**src/rtl/alu_issue_sched_pkg.sv**
```systemverilog
// -----------------------------------------------------------------------------
// typedefs: types shared by the OoO core's execute path.
//   aluStruct     - operands and operation for the single-cycle ALU.
//   aluReqStruct  - one requester's op plus its destination ROB tag.
//   TAG_W_DEF     - default ROB tag width.
// The all-zero aluStruct encodes AND 0,0, which the scheduler drives as its
// idle value.
// -----------------------------------------------------------------------------
package typedefs;

  localparam int TAG_W_DEF = 6;

  typedef enum logic [2:0] {
    ALU_AND = 3'd0,
    ALU_OR  = 3'd1,
    ALU_XOR = 3'd2,
    ALU_ADD = 3'd3,
    ALU_SUB = 3'd4,
    ALU_SLL = 3'd5,
    ALU_SRL = 3'd6,
    ALU_SLT = 3'd7
  } alu_op_e;

  typedef struct packed {
    alu_op_e     op;
    logic [31:0] a;
    logic [31:0] b;
  } aluStruct;

  // The tag field is sized for the widest tag the core uses. Narrower
  // schedulers zero-extend into it.
  typedef struct packed {
    aluStruct               op;
    logic [TAG_W_DEF-1:0]   tag;
  } aluReqStruct;

endpackage

```
**src/rtl/alu_issue_sched_if.sv**
```systemverilog
// -----------------------------------------------------------------------------
// alu_issue_sched_if: every signal between the issue scheduler and its
// neighbours. These are the reservation-station requesters, the shared ALU and
// the common data bus.
//   slave  - the scheduler side.
//   master - the environment side (requesters, ALU, CDB arbiter, flush source).
// Signals:
//   flush                     pipeline flush, synchronous
//   req_valid/req_op/req_tag  per-requester ready op
//   req_ready                 one-hot grant
//   alu_in / alu_result       ALU input, and its result registered one cycle later
//   cdb_valid/tag/data        result presented on the CDB
//   cdb_ready                 CDB accepts this cycle
// -----------------------------------------------------------------------------
interface alu_issue_sched_if
  import typedefs::*;
#(
  parameter int NUM_REQ = 4,
  parameter int TAG_W   = TAG_W_DEF
) ();

  logic                            flush;
  logic [NUM_REQ-1:0]              req_valid;
  aluStruct [NUM_REQ-1:0]          req_op;
  logic [NUM_REQ-1:0][TAG_W-1:0]   req_tag;
  logic [NUM_REQ-1:0]              req_ready;
  aluStruct                        alu_in;
  logic [31:0]                     alu_result;
  logic                            cdb_valid;
  logic [TAG_W-1:0]                cdb_tag;
  logic [31:0]                     cdb_data;
  logic                            cdb_ready;

  modport slave (
    input  flush, req_valid, req_op, req_tag, alu_result, cdb_ready,
    output req_ready, alu_in, cdb_valid, cdb_tag, cdb_data
  );

  modport master (
    output flush, req_valid, req_op, req_tag, alu_result, cdb_ready,
    input  req_ready, alu_in, cdb_valid, cdb_tag, cdb_data
  );

endinterface

```
**src/rtl/alu_issue_sched_rr_arbiter.sv**
```systemverilog
// -----------------------------------------------------------------------------
// rr_arbiter: N-way round-robin arbiter that holds its own priority pointer.
//   clk, rst  clock, asynchronous active-high reset (ptr -> 0)
//   req[N]    request vector
//   en        grant enable; with en low gnt is zero and ptr holds
//   gnt[N]    one-hot (or zero) grant. It is combinational from req/en/ptr.
// The search starts at ptr and wraps modulo N. After a grant to index i, ptr
// moves to (i+1) mod N.
// -----------------------------------------------------------------------------
module rr_arbiter #(
  parameter int N = 4
) (
  input  logic         clk,
  input  logic         rst,
  input  logic [N-1:0] req,
  input  logic         en,
  output logic [N-1:0] gnt
);

  localparam int PTR_W = (N > 1) ? $clog2(N) : 1;
  typedef logic [PTR_W-1:0] idx_t;

  idx_t ptr;
  idx_t ptr_nxt;
  idx_t idx;
  logic found;

  // Modulo-N increment. It also works when N is not a power of two.
  function automatic idx_t wrap_inc(input idx_t i);
    return (i == idx_t'(N - 1)) ? '0 : i + 1'b1;
  endfunction

  // NOTE: every variable gets a default before the search loop, so no path
  // leaves one unassigned and no latch is inferred.
  always_comb begin
    gnt     = '0;
    ptr_nxt = ptr;
    idx     = ptr;
    found   = 1'b0;
    for (int k = 0; k < N; k++) begin
      if (en && !found && req[idx]) begin
        gnt[idx] = 1'b1;
        ptr_nxt  = wrap_inc(idx);
        found    = 1'b1;
      end
      idx = wrap_inc(idx);
    end
  end

  // NOTE: state registers use non-blocking assignments, so every flop samples
  // pre-edge values regardless of process ordering.
  always_ff @(posedge clk or posedge rst) begin
    if (rst) ptr <= '0;
    else     ptr <= ptr_nxt;
  end

endmodule

```
**src/rtl/alu_issue_sched.sv**
```systemverilog
// -----------------------------------------------------------------------------
// alu_issue_sched: shares one registered ALU among NUM_REQ reservation-station
// requesters.
//   clk  clock shared with the ALU
//   rst  asynchronous, active-high reset
//   bus  alu_issue_sched_if.slave. It carries the requester handshake, the
//        ALU in/out, the CDB handshake and flush.
// Each cycle at most one ready requester is granted, round-robin. Its op goes
// to the ALU, and its tag follows the ALU register stage in s1_tag. The result
// appears on the CDB one cycle after the grant. If the CDB stalls, the result
// moves into a one-entry hold buffer before the ALU register is overwritten.
// TAG_W must not exceed TAG_W_DEF, because the grant mux carries the tag in an
// aluReqStruct.
// -----------------------------------------------------------------------------
module alu_issue_sched
  import typedefs::*;
#(
  parameter int NUM_REQ = 4,
  parameter int TAG_W   = TAG_W_DEF
) (
  input  logic               clk,
  input  logic               rst,
  alu_issue_sched_if.slave   bus
);

  logic [NUM_REQ-1:0] gnt;
  logic               issue_en;
  aluReqStruct        sel;

  logic               s1_valid;
  logic [TAG_W-1:0]   s1_tag;
  logic               hold_valid;
  logic [TAG_W-1:0]   hold_tag;
  logic [31:0]        hold_data;

  // A new op may enter the ALU only if its result is guaranteed a home next
  // cycle. That holds when the CDB takes whatever is shown now, or when
  // nothing is shown at all. Nothing issues during flush or reset.
  assign issue_en = !rst && !bus.flush &&
                    (bus.cdb_ready || (!hold_valid && !s1_valid));

  rr_arbiter #(.N(NUM_REQ)) u_arb (
    .clk (clk),
    .rst (rst),
    .req (bus.req_valid),
    .en  (issue_en),
    .gnt (gnt)
  );

  assign bus.req_ready = gnt;

  // Grant mux. gnt is one-hot, so at most one term fires. With no grant the
  // ALU sees all zeros, which is AND 0,0, and its result is ignored.
  always_comb begin
    sel = '0;
    for (int i = 0; i < NUM_REQ; i++) begin
      if (gnt[i]) begin
        sel.op  = bus.req_op[i];
        sel.tag = TAG_W_DEF'(bus.req_tag[i]);
      end
    end
  end

  assign bus.alu_in = sel.op;

  // Execute stage: this register tracks the op that is now inside the ALU
  // register. A flush needs no special case, because issue_en already blocks
  // the grant.
  always_ff @(posedge clk or posedge rst) begin
    if (rst) begin
      s1_valid <= 1'b0;
      s1_tag   <= '0;
    end else begin
      s1_valid <= |gnt;
      s1_tag   <= TAG_W'(sel.tag);
    end
  end

  // Skid buffer. It captures a stalled ALU result, because the ALU register
  // is rewritten every cycle. No new op is granted while the stall lasts, so
  // hold_valid and s1_valid are never both set.
  // NOTE: hold_data is datapath, but it is reset with the rest of the buffer
  // so that it has a defined value after reset.
  always_ff @(posedge clk or posedge rst) begin
    if (rst) begin
      hold_valid <= 1'b0;
      hold_tag   <= '0;
      hold_data  <= '0;
    end else if (bus.flush) begin
      hold_valid <= 1'b0;
    end else if (s1_valid && !hold_valid && !bus.cdb_ready) begin
      hold_valid <= 1'b1;
      hold_tag   <= s1_tag;
      hold_data  <= bus.alu_result;
    end else if (hold_valid && bus.cdb_ready) begin
      hold_valid <= 1'b0;
    end
  end

  // CDB source: the hold buffer has priority, because it is always the older
  // result.
  assign bus.cdb_valid = hold_valid || s1_valid;
  assign bus.cdb_tag   = hold_valid ? hold_tag  : s1_tag;
  assign bus.cdb_data  = hold_valid ? hold_data : bus.alu_result;

endmodule

```
**src/flat_wrapper.sv**
```systemverilog
// flat-port wrapper written by rule: the top's interface ports become plain ports
module alu_issue_sched_flat import typedefs::*;
#(
  parameter int NUM_REQ = 4,
  parameter int TAG_W   = TAG_W_DEF
)
  (clk, rst, bus_flush, bus_req_valid, bus_req_op, bus_req_tag, bus_alu_result, bus_cdb_ready, bus_req_ready, bus_alu_in, bus_cdb_valid, bus_cdb_tag, bus_cdb_data);
  alu_issue_sched_if #(.NUM_REQ(NUM_REQ), .TAG_W(TAG_W)) bus_i ();
  input  logic clk;
  input  logic rst;
  input wire logic [$bits(bus_i.flush)-1:0] bus_flush;
  input wire logic [$bits(bus_i.req_valid)-1:0] bus_req_valid;
  input wire logic [$bits(bus_i.req_op)-1:0] bus_req_op;
  input wire logic [$bits(bus_i.req_tag)-1:0] bus_req_tag;
  input wire logic [$bits(bus_i.alu_result)-1:0] bus_alu_result;
  input wire logic [$bits(bus_i.cdb_ready)-1:0] bus_cdb_ready;
  output wire logic [$bits(bus_i.req_ready)-1:0] bus_req_ready;
  output wire logic [$bits(bus_i.alu_in)-1:0] bus_alu_in;
  output wire logic [$bits(bus_i.cdb_valid)-1:0] bus_cdb_valid;
  output wire logic [$bits(bus_i.cdb_tag)-1:0] bus_cdb_tag;
  output wire logic [$bits(bus_i.cdb_data)-1:0] bus_cdb_data;
  assign bus_i.flush = bus_flush;
  assign bus_i.req_valid = bus_req_valid;
  assign bus_i.req_op = bus_req_op;
  assign bus_i.req_tag = bus_req_tag;
  assign bus_i.alu_result = bus_alu_result;
  assign bus_i.cdb_ready = bus_cdb_ready;
  assign bus_req_ready = bus_i.req_ready;
  assign bus_alu_in = bus_i.alu_in;
  assign bus_cdb_valid = bus_i.cdb_valid;
  assign bus_cdb_tag = bus_i.cdb_tag;
  assign bus_cdb_data = bus_i.cdb_data;
  alu_issue_sched #(.NUM_REQ(NUM_REQ), .TAG_W(TAG_W)) u_core (.clk(clk), .rst(rst), .bus(bus_i));
endmodule
```
**config.mk**
```make
export PLATFORM = sky130hd
export DESIGN_NAME = alu_issue_sched_flat
export DESIGN_NICKNAME = d
export VERILOG_FILES = /design/src/rtl/alu_issue_sched_pkg.sv /design/src/rtl/alu_issue_sched_if.sv /design/src/rtl/alu_issue_sched_rr_arbiter.sv /design/src/rtl/alu_issue_sched.sv /design/src/flat_wrapper.sv
export SDC_FILE = /design/constraint.sdc
export NUM_CORES = 1
export LEC_CHECK = 0
export ABC_AREA = 1
export BUFFER_PORTS_ARGS = -buffer_cell sky130_fd_sc_hd__clkbuf_2
export CAP_MARGIN = 10
export CORE_AREA = 2 2 171 173
export CTS_CLUSTER_DIAMETER = 150
export DETAILED_ROUTE_END_ITERATION = 16
export DIE_AREA = 0 0 173 175
export GPL_TIMING_DRIVEN = 0
export PLACE_DENSITY = 0.46
export SKIP_LAST_GASP = 1
export SLEW_MARGIN = 10
export SYNTH_ARGS = -nofsm -noshare
export SYNTH_HDL_FRONTEND = slang
export SYNTH_SLANG_ARGS = --single-unit
```
**constraint.sdc**
```tcl
create_clock -name clk -period 6.91 [get_ports clk]
set_input_delay 0.3455 -clock clk [delete_from_list [all_inputs] [get_ports clk]]
set_output_delay 0.3455 -clock clk [all_outputs]
set_load 0.01 [all_outputs]
```
[After elaboration in Yosys (flattened, before gate mapping)]
Cells that the tools add are included.
Word-level totals
  flip-flop bits (word level): 48
  input port bits: 332
  output and inout bits: 110
  word-level logic and storage cells: 97
Cells by class
  add/subtract/negate cells: 4
  $lt $le $gt $ge: 8
  eq/ne operators: 4
  muxes and demuxes: 40
  bitwise logic cells: 4
  reduce and logical (&&, ||, !) cells: 31
Operators by type and width (count)
  $mux W73: 4
  $mux W32: 1
  $logic_and A1 B1 Y1: 17
  $mux W2: 8
  $mux W4: 4
  $mux W1: 14
  $lt A2 B3 Y1 const B: 4
  $or A4 B4 Y4: 3
  $add A2 B1 Y2 const B: 4
  $bmux W1 S2: 4
  $demux W1 S2: 4
  $eq A2 B2 Y1 const B: 4
  $ge A2 B1 Y1 const B: 4
  $logic_not A1 Y1: 8
  $mux W6: 1
  $reduce_bool A4 Y1: 1
  $reduce_or A4 Y1: 1
  $reduce_bool A3 Y1: 1
  $logic_or A1 B1 Y1: 2
  $reduce_and A2 Y1: 1
  $not A1 Y1: 1

[Logic depth before layout (Yosys ltp)]
Gate-level depths: netlist (run 1).
  depth after elaboration: 22
  gate-level depth with buffers: 18
  mapped depth without buffers: 15

[By module]
Synthesis (run 1) repeated with hierarchy kept, for this count alone.
Unflattened totals
  cell total of the unflattened synthesis: 1073
  area, all modules: 5891.9 µm²
By module, submodules not included
  alu_issue_sched: times used 1, cells an instance 974, area an instance 5317.6 µm², sequential area each 1151.1 µm²
  rr_arbiter: times used 1, cells an instance 99, area an instance 574.3 µm², sequential area each 50.0 µm²

[Worst setup path after synthesis (run 1)]
Ideal clock, no wire load.
  path kind: in2out
  from: in rst
  to: out bus_alu_in[57]
  arrival: 2.887 ns
  data required time: 6.564 ns
  path slack: 3.678 ns
  stages on the path: 12
  path buffers: 2
  path through: inv_1 -> nand2_1 -> nor2_2 -> nand3_4 -> nor2_8 -> nand3_1 -> nand3_2 -> clkbuf_1 -> a21oi_1 -> nand2_1 -> a21oi_1 -> buf_4
RTL lines
  start, declared: RTL line flat_wrapper.sv:10  | input logic rst;
  end, declared: RTL line flat_wrapper.sv:18  | output wire logic [$bits(bus_i.alu_in)-1:0] bus_alu_in;

==> results of run 1 <==
-- sequential cells by signal (all words and copies together), names as in the netlist --
| name | cells |
|---|---|
| u_core.hold_data | 32 |
| u_core.hold_tag | 6 |
| u_core.hold_valid | 1 |
| u_core.s1_tag | 6 |
| u_core.s1_valid | 1 |
| u_core.u_arb.ptr | 2 |
-- worst max-delay path, stage by stage (launching register included) --
cell	delay, ns
dfrtp_1	0.56
inv_2	0.17
ha_1	0.39
inv_1	0.18
nand3_1	0.11
nand2_2	0.16
nor2_4	0.07
nand2_2	0.09
inv_2	0.05
nand2_1	0.07
nand2_2	0.09
inv_2	0.07
clkbuf_1	0.51
nor2_1	0.18
a21oi_2	0.15
buf_4	0.11
clkbuf_2	0.13
-- placed cells by master, fill, tap and decap left out, types with 3 or more instances in the layout --
cell,n
diode_2,3
a21oi_1,203
nand3_2,7
nand2_1,317
buf_4,81
inv_2,6
a21oi_2,20
dfrtp_1,48
nor2_2,3
buf_2,24
nand3_1,13
clkbuf_1,21
buf_6,13
clkbuf_2,441
inv_1,124
clkbuf_16,5
o21ai_0,78
nor2_1,83
ha_1,7
nand2_2,6
-- cell type report --
cell class,instances,share of cell area
clock buffers,8,0.01630
diodes,3,0.0008361
repair buffers,442,0.2480
flip-flops and latches,48,0.1338
plain buffers,139,0.1062
inverters,131,0.05504
well taps,384,0.05351
multi-input cells,747,0.3863
-- power breakdown --
group / internal (mW) / switching [mW]
logic: 1.12 / 1.34
registers: 0.403 / 0.0692
clock network: 0.145 / 0.103
-- metrics by stage --
| stage | util | cells | hold WS [ns] | area, sq um |
|---|---|---|---|---|
| final | 0.3162 | 1902 | 0.1227 | 8979 |
| after global routing | 0.3161 | 1900 | 0.1716 | 8974 |
| after CTS | 0.3160 | 1899 | 0.1457 | 8971 |
| after detailed placement | 0.3108 | 1891 | 0.4532 | 8825 |
| after global placement | 0.3101 | 1890 | 0.4670 | 8805 |
| after floorplan | - | 1065 | 0.4163 | 6117 |
-- Yosys cell counts --
| cell type | instances | area (sq um) |
|---|---|---|
| a21oi_1 | 203 | 1016 |
| a21oi_2 | 20 | 175.2 |
| buf_1 | 2 | 7.510 |
| buf_2 | 24 | 120.1 |
| buf_4 | 81 | 608.1 |
| buf_6 | 13 | 146.4 |
| clkbuf_1 | 19 | 71.32 |
| dfrtp_1 | 48 | 1201 |
| ha_1 | 7 | 87.58 |
| inv_1 | 125 | 469.2 |
| inv_2 | 5 | 18.77 |
| inv_4 | 1 | 6.260 |
| nand2_1 | 317 | 1190 |
| nand2_2 | 6 | 37.54 |
| nand2_4 | 2 | 22.52 |
| nand3_1 | 13 | 65.06 |
| nand3_2 | 7 | 70.07 |
| nand3_4 | 1 | 17.52 |
| nor2_1 | 83 | 311.6 |
| nor2_2 | 3 | 18.77 |
| nor2_4 | 2 | 22.52 |
| nor2_8 | 1 | 20.02 |
| nor3_1 | 2 | 10.01 |
| o21ai_0 | 78 | 390.4 |
| o21ai_1 | 1 | 5.000 |
| xor2_1 | 1 | 8.760 |
-- per-layer routing --
| metal | track usage | share of wire |
|---|---|---|
| met1 | 0.2442 | 0.42 |
| met2 | 0.3528 | 0.50 |
| met3 | 0.03851 | 0.063 |
| met4 | 0.03213 | 0.012 |
| met5 | 0 | 0 |
-- final timing paths --
| check | start | end | slack (ns) | cells past startpoint |
|---|---|---|---|---|
| worst min register to register | u_core.hold_data[3] | u_core.hold_data[3] | 0.48 | 2 |
| worst max register to register | u_core.u_arb.ptr[0] | u_core.s1_tag[4] | 4.06 | 14 |
| max in group asynchronous | rst | u_core.hold_data[31] | 6.24 | 3 |
| worst max-delay path | u_core.u_arb.ptr[0] | bus_alu_in[3] | 3.20 | 16 |
| worst min-delay path | rst | u_core.hold_data[21] | 0.12 | 2 |
| min in group clk | bus_flush | u_core.hold_valid | 0.23 | 2 |
-- kinds of logic (layout without fill, tap and decap cells) --
kind of cell | after synthesis | in the layout | share of synthesized area
AND/OR/NAND/NOR | 437 | 437 | 0.2919
AO/OA/AOI/OAI | 302 | 302 | 0.2594
buffers and inverters | 270 | 720 | 0.2367
flip-flops | 48 | 48 | 0.1964
adder cells (fa/ha/maj) | 7 | 7 | 0.01432
XOR/XNOR | 1 | 1 | 0.001432
other | 0 | 3 | 0
==> flow_summary.toml, run 1 <==
[placed_design]
preCtsSetupSlack_ns = 3.406
place_hpwl_um = 25980
place_congestion = 0.8699
io_buffers = 441

[timing]
fin_crit_sh = 0.5374
slew_headroom = 0.5575
slew_violations = 0
skew_ns = 0.004661
hold_violations = 0
rsz0062_at_grt = "no"
max_freq_mhz = 269.3
worst_pin_slew_ns = 0.6638
worst_slack_ns = 3.197
setup_violations = 0
tns_ns = 0
fin_crit_ns = 3.713

[synthesis]
synth_area_sq_um = 6117
synth.avg_cell_area_sq_um = 5.744
synthCells = 1065
synth_cell_types = 26
syn_nets = 1404
seq_area_frac_synth = 0.1964
ys_ff_latch = 48
yosysWarnings = 0

[clock_network]
cts_setup_buffers = 0
ctsHoldBuffers = 0
clkTransAtPathRegs_ns = 0.06
cts_buffers = 5
tritoncts = "done"
clockBufferDepth = 2
root_buffer = "clkbuf_16"
cts_sinks = 48
htree_levels = 2
ctsResizeCount = 0
clock_latency_ns = 0.29

[worst_hold_path]
hold_path_class = "in -> async"

[power_and_ir_drop]
finalPower_mw = 3.183
leakagePower_nw = 5.397
ir_drop_v = 0.0001370
power_density_nw_per_um2 = 354.6

[global_route]
grt_pass1_wl_um = 46310
antenna_found_initial = 4
grt_usage = 0.1957
grt_remaining_overflow = 0
grt_pass1_vias = 8066
grt_start_max_net_pins = 28

[setup_path]
critPathRequiredTime_ns = 6.56
worst-setup-path-type = "reg -> out"
worstPathArrival_ns = 3.37
end_kind = "primary output"
crit_path_max_fanout = 10
start_kind = "flip-flop"

[die]
io_pins = 442
start_util = 0.2155
rows = 62
fp.dieH_um = 175
fp.dieArea_sq_um = 30280
dieWidth_um = 173
core_sq_um = 28390

[layout]
drive_gt1_frac = 0.4059
seq_area_sq_um = 1201
nets = 1853
num-fill-cells = 3344
multiInputGateArea_sq_um = 3468
syn_to_final_growth_pct = 46.78

[route]
routedWlPerCell_um = 16.29
wl_um = 30980
remaining_drc_errors = 0
drt_pass1_iterations = 4
postRouteAntennaNets = 0
drt_iter0_markers = 337
vias_per_cell = 4.239
num_vias = 8063

[job]
maxCapViolations = 0

[outcome]
outcome = "completed"
(Power assumes the default switching activity.)
==> inputs of run 2 (changes only) <==
==> constraint.sdc (replaced) <==
create_clock -name clk -period 3.63 [get_ports clk]
set_input_delay 0.1815 -clock clk [delete_from_list [all_inputs] [get_ports clk]]
set_output_delay 0.1815 -clock clk [all_outputs]
set_load 0.01 [all_outputs]
==> flow_summary.toml, run 2 (same netlist as run 1, synthesis figures left out) <==
[timing]
hold_violations = 0
skew_ns = 0.004559
rsz0062_at_grt = "no"
fin_crit_sh = 0.9107
setup_violations = 0
slew_violations = 0
slew_headroom = 0.6320
worst_pin_slew_ns = 0.5519
worst_slack_ns = 0.3242
fin_crit_ns = 3.306
max_freq_mhz = 302.5

[setup_path]
crit_family = "buffers and inverters"
rrSetupSlack_ns = 1.02
reg2reg_from = "u_core.u_arb.ptr[1]"
critPathRequiredTime_ns = 3.45
start_kind = "flip-flop"
path_buf_inv = 6
worst-setup-path-type = "reg -> out"
rr_worst_depth = 14
end_kind = "primary output"
critPathSlowestCell = "dfrtp_2"
slowest_delay_ns = 0.45
worstPathArrival_ns = 3.12
cp_cell_sequence = "inv_1 -> ha_1 -> inv_1 -> nand3_2 -> nand2_4 -> nor2_4 -> a21oi_1 -> nand3_2 -> buf_4 -> buf_2 -> a21oi_1 -> nand2_1 -> a21oi_1 -> buf_4 -> clkbuf_2"
r2r_end = "u_core.s1_valid"
crit_path_max_fanout = 10
crit_path_frequent_cell = "a21oi_1"

[global_route]
antenna_found_initial = 4
grt_usage = 0.1960
grt_pass1_wl_um = 46380
grt_remaining_overflow = 0
grt_start_max_net_pins = 27
grt_pass1_vias = 8093

[route]
remaining_drc_errors = 0
routedWlPerCell_um = 16.26
drt_pass1_iterations = 5
wl_um = 30980
num_vias = 8106
drt_iter0_markers = 346
postRouteAntennaNets = 0
vias_per_cell = 4.255

[power_and_ir_drop]
ir_drop_v = 0.0002610
p_seq_frac = 0.147
intPower_mw = 3.193
leakagePower_nw = 5.416
switching_share = 0.4741
switching_power_mw = 2.879
p_clk_frac = 0.077
power_density_nw_per_um2 = 673.2
power_frac_comb = 0.775

[placed_design]
place_hpwl_um = 25980
placed_cells = 1891
preCtsSetupSlack_ns = 0.4178
io_buffers = 441
place_congestion = 0.8699

[die]
fp.dieArea_sq_um = 30280
io_pins = 442
dieWidth_um = 173
core_sq_um = 28390
start_util = 0.2155
rows = 62
fp.dieH_um = 175

[layout]
largest_reg_flops = 32
syn_to_final_growth_pct = 47.45
regMostFlops = "u_core.hold_data"
drive_gt1_frac = 0.4084
final_cells = 1905
reg_top3 = "u_core.hold_data x32, u_core.hold_tag x6, u_core.s1_tag x6"
mostFrequentLayoutCell = "clkbuf_2"
layout_common_cells = "clkbuf_2 (442), nand2_1 (317), a21oi_1 (203)"
nets = 1856

[worst_hold_path]
hold_end = "u_core.hold_valid"
hold_path_class = "in -> reg"
hold_depth = 2
hp-start = "bus_flush"

[clock_network]
root_buffer = "clkbuf_16"
htree_levels = 2
clockBufferDepth = 2
cts_buffers = 5
clock_latency_ns = 0.29
tritoncts = "done"
clkTransAtPathRegs_ns = 0.06
cts_sinks = 48

[outcome]
outcome = "completed"

[job]
maxCapViolations = 0
==> run 2: cell type report <==
| cell class | count | area (sq um) |
|---|---|---|
| sequential | 48 | 1204 |
| tap | 384 | 480.5 |
| antenna | 3 | 7.507 |
| buffer | 139 | 954.7 |
| multi-input combinational | 747 | 3468 |
| timing repair buffer | 445 | 2265 |
| fill | 3344 | 19370 |
| inverter | 131 | 494.2 |
| clock buffer | 8 | 146.4 |
==> run 2: through the flow <==
stage | total power [mW] | hold WS, ns | setup TNS (ns) | instance area (sq um) | util
3_5_place_dp | 5.642 | 0.2892 | 0 | 8825 | 0.3108
6_report | 6.072 | 0.06714 | 0 | 9020 | 0.3177
3_3_place_gp | 5.634 | 0.3640 | -23.47 | 8805 | 0.3101
5_1_grt | 6.672 | 0.07622 | 0 | 9015 | 0.3175
4_1_cts | 6.147 | 0.06040 | 0 | 9001 | 0.3170
2_1_floorplan | 4.104 | 0.2523 | 0 | 6117 | -
==> run 2: worst reg2reg max path: stages (launching register included) <==
cell and delay, ns:
dfrtp_2 0.45, inv_1 0.17, ha_1 0.31, inv_1 0.18, nand3_1 0.11, nand2_2 0.16, nor2_4 0.07, nand2_2 0.09
inv_2 0.05, nand2_1 0.07, nand2_2 0.09, inv_2 0.07, buf_6 0.17, buf_2 0.29, nand3_1 0.17
==> run 2: repair_timing <==
item / CTS / global route
setup endpoints to repair: 0 / 18
endpoints found under the hold margin: 26 / 0
hold buffers: 2 / 0
buffers inserted: 0 / 1
gates resized for setup: 0 / 4
==> run 2: how the worst max path moves through the flow <==
stage          cells past startpoint                 from  slack, ns             end
3_3_place_gp                      14                  rst      -0.46  bus_alu_in[51]
5_1_grt                           15  u_core.u_arb.ptr[1]       0.02  bus_alu_in[51]
2_1_floorplan                     12                  rst       0.73  bus_alu_in[57]
3_5_place_dp                      16  u_core.u_arb.ptr[0]       0.42   bus_alu_in[3]
4_1_cts                           16  u_core.u_arb.ptr[0]       0.09   bus_alu_in[3]
6_report                          15  u_core.u_arb.ptr[1]       0.32  bus_alu_in[51]
==> run 2: power by group through the flow <==
stage	Combinational (mW)	Sequential (mW)	Clock, mW
finish	4.71	0.895	0.469
detailed placement	4.74	0.904	0
global route	5.24	0.920	0.510
floorplan	3.23	0.875	0
CTS	4.76	0.897	0.489
global placement	4.73	0.900	0
==> run 2: metal layers <==
layer | routed length (um) | track usage
met5 | 0 | 0
met4 | 360 | 0.03213
met3 | 1950 | 0.03851
met2 | 15590 | 0.3537
met1 | 13080 | 0.2443
==> inputs of run 3 (changes only) <==
--- a/config.mk
+++ b/config.mk
@@ -5,15 +5,14 @@
 export SDC_FILE = /design/constraint.sdc
 export NUM_CORES = 1
 export LEC_CHECK = 0
-export ABC_AREA = 1
 export BUFFER_PORTS_ARGS = -buffer_cell sky130_fd_sc_hd__clkbuf_2
 export CAP_MARGIN = 10
-export CORE_AREA = 2 2 171 173
+export CORE_AREA = 2 2 174 176
 export CTS_CLUSTER_DIAMETER = 150
 export DETAILED_ROUTE_END_ITERATION = 16
-export DIE_AREA = 0 0 173 175
+export DIE_AREA = 0 0 176 178
 export GPL_TIMING_DRIVEN = 0
-export PLACE_DENSITY = 0.46
+export PLACE_DENSITY = 0.45
 export SKIP_LAST_GASP = 1
 export SLEW_MARGIN = 10
 export SYNTH_ARGS = -nofsm -noshare
==> flow_summary.toml, run 3 <==
[outcome]
outcome = "completed"

[route]
vias_per_cell = 4.739
postRouteAntennaNets = 0
routedWlPerCell_um = 20.57
routed.top_layer = "met4"
remaining_drc_errors = 0
wl_met2_um = 16220
wl_um = 32320
drt-met1-wl_um = 13130
num_vias = 7445
wl_met3_um = 2221
drt_iter0_markers = 341
drt_pass1_iterations = 5

[die]
fp.dieH_um = 178
core_sq_um = 29400
start_util = 0.2161
io_pins = 442
dieWidth_um = 176
fp.dieArea_sq_um = 31330
rows = 63

[setup_path]
cp.depth = 12
critPathRequiredTime_ns = 3.45
crit_end = "bus_alu_in[22]"
crit_path_max_fanout = 10
critPathSlowestCell = "or4b_4"
start_kind = "flip-flop"
cp_cell_sequence = "inv_2 -> ha_4 -> mux2_4 -> mux2_4 -> or4b_4 -> buf_12 -> buf_6 -> o211ai_1 -> o221ai_4 -> a22o_1 -> buf_4 -> clkbuf_2"
crit_path_frequent_cell = "mux2_4"
rrSetupSlack_ns = 0.69
startpoint = "u_core.u_arb.ptr[0]"
slowest_delay_ns = 0.55
worst-setup-path-type = "reg -> out"
reg2reg_from = "u_core.u_arb.ptr[0]"
path_buf_inv = 5
crit_family = "buffers and inverters"
rr_worst_depth = 9
worstPathArrival_ns = 3.39
end_kind = "primary output"
r2r_end = "u_core.s1_tag[5]"

[global_route]
grt_start_max_net_pins = 38
grt_pass1_vias = 7452
grt_usage = 0.1920
grt_pass1_wl_um = 45370
grt_remaining_overflow = 0
antenna_found_initial = 4

[synthesis]
synth_flop_cell = "dfrtp_1"
synth_top_area_frac = 0.1890
synth_area_sq_um = 6355
synthAdderAreaFrac = 0.01378
synth_most_common_cell = "inv_1"
synth_edf_count = 0
synth_mux_area_frac = 0.1538
synth_xor_area_frac = 0
synth_top_family_by_area = "compound AO/OA/AOI/OAI gates"
yosysTopAreaCell = "dfrtp_1"
async_reset_ff_frac = 1.000
synthCells = 705
seq_area_frac_synth = 0.1890
synth_commonest_cells = "inv_1 (83), mux2_2 (79), o21a_1 (74), a22o_1 (73), o211ai_1 (73)"
syn_nets = 1044
synth_cell_types = 40
synthTopCellsByArea = "dfrtp_1 (19%), mux2_2 (14%), a22o_1 (10%), o21a_1 (8.7%), o211ai_1 (8.6%)"
ys_ff_latch = 48
yosysWarnings = 0
synth.avg_cell_area_sq_um = 9.014
synthSimpleGateAreaFrac = 0.02658
synth_compound_area_frac = 0.4231

[clock_network]
cts_buffers = 5
cts_sinks = 48
clock_latency_ns = 0.29
root_buffer = "clkbuf_16"
htree_levels = 2
clockBufferDepth = 2
clkTransAtPathRegs_ns = 0.07
tritoncts = "done"

[layout]
num-fill-cells = 3169
multiInputGateArea_sq_um = 4135
reg_top3 = "u_core.hold_data x32, u_core.hold_tag x6, u_core.s1_tag x6"
mostFrequentLayoutCell = "clkbuf_2"
largest_reg_flops = 32
regMostFlops = "u_core.hold_data"
seq_area_sq_um = 1204
fin_area_sq_um = 9963
syn_to_final_growth_pct = 56.78
nets = 1515
layout_common_cells = "clkbuf_2 (439), buf_4 (93), inv_1 (79)"
drive_gt1_frac = 0.6313

[timing]
rsz0062_at_grt = "yes"
slew_violations = 0
finalHoldWorstSlack_ns = 0.07901
fin_crit_sh = 0.9844
worst_pin_slew_ns = 0.6640
hold_violations = 0
fin_crit_ns = 3.573
skew_ns = 0.006868
worst_slack_ns = 0.05660
max_freq_mhz = 279.8
slew_headroom = 0.5574
setup_violations = 0

[placed_design]
place_hpwl_um = 26430
preCtsSetupSlack_ns = -0.5387
place_congestion = 0.8840
io_buffers = 441
dpl_cell_area_sq_um = 9070

[power_and_ir_drop]
ir_drop_v = 0.0002431
leakagePower_nw = 5.120
power_density_nw_per_um2 = 630.0

[job]
maxCapViolations = 0

[worst_hold_path]
hold_path_class = "in -> reg"
==> run 3: cell count changes after synthesis, moves of 13 or more <==
| cell | before | now |
|---|---|---|
| nand3_1 | 13 | 0 |
| inv_1 | 125 | 83 |
| a22o_1 | 0 | 73 |
| o211ai_1 | 0 | 73 |
| o221ai_1 | 0 | 45 |
| nor2_1 | 83 | 6 |
| mux2_2 | 0 | 79 |
| o21ai_0 | 78 | 3 |
| a21oi_1 | 203 | 1 |
| nand2_1 | 317 | 4 |
| o21a_1 | 0 | 74 |
| a21oi_2 | 20 | 0 |
| o221ai_2 | 0 | 28 |
==> run 3: logic make-up (layout without fill, tap and decap cells) <==
family | count (synthesis) | in the layout
AO/OA/AOI/OAI | 307 | 307
buffers and inverters | 232 | 704
multiplexers | 84 | 84
flip-flops | 48 | 48
AND/OR/NAND/NOR | 27 | 27
adder cells (fa/ha/maj) | 7 | 7
other | 0 | 4
==> run 3: final cells by class <==
cell class                 instances  area share
buffer                           140      0.1081
tap                              390     0.04898
multi-input combinational        425      0.4150
clock inverter                     2    0.001005
antenna                            4    0.001005
clock buffer                       6     0.01394
inverter                          84     0.03215
sequential                        48      0.1208
timing repair buffer             472      0.2589
==> run 3: through the flow <==
step | std cells | setup TNS [ns] | util | total power, mW
final | 1571 | 0 | 0.3389 | 6.277
after global routing | 1571 | -0.3279 | 0.3389 | 6.730
after CTS | 1561 | -0.1422 | 0.3282 | 6.059
after detailed placement | 1537 | -23.15 | 0.3085 | 5.241
after global placement | 1536 | -22.03 | 0.3078 | 5.243
after floorplan | 705 | 0 | - | 3.847
==> run 3: report_power, final <==
group          internal (mW)  switching, mW  total, mW
logic                   2.53           2.35       4.88
clock network          0.272          0.205      0.477
registers              0.789          0.126      0.915
==> run 3: metal layers <==
layer / vias to the layer above / track usage
met2: 323 / 0.3417
li1: 3589 / -
met3: 33 / 0.04007
met1: 3500 / 0.2323
met5: - / 0
met4: 0 / 0.05854
==> run 3: worst min path at each step <==
stage | startpoint | to | slack (ns) | cells after the start
2_1_floorplan | bus_cdb_ready | u_core.hold_valid | 0.25 | 1
6_report | bus_cdb_ready | u_core.hold_valid | 0.08 | 2
3_5_place_dp | rst | u_core.u_arb.ptr[0] | 0.16 | 2
4_1_cts | bus_cdb_ready | u_core.hold_valid | 0.08 | 2
5_1_grt | bus_cdb_ready | u_core.hold_valid | 0.08 | 2
3_3_place_gp | bus_cdb_ready | u_core.hold_valid | 0.38 | 2
==> run 3: what timing repair did <==
action | CTS | global route
resized for setup | 75 | 86
endpoints found under the setup margin | 77 | 67
gates cloned | 2 | 1
hold buffers | 1 | 0
setup buffers | 18 | 9
endpoints found under the hold margin | 11 | 0
pin swaps | 27 | 29
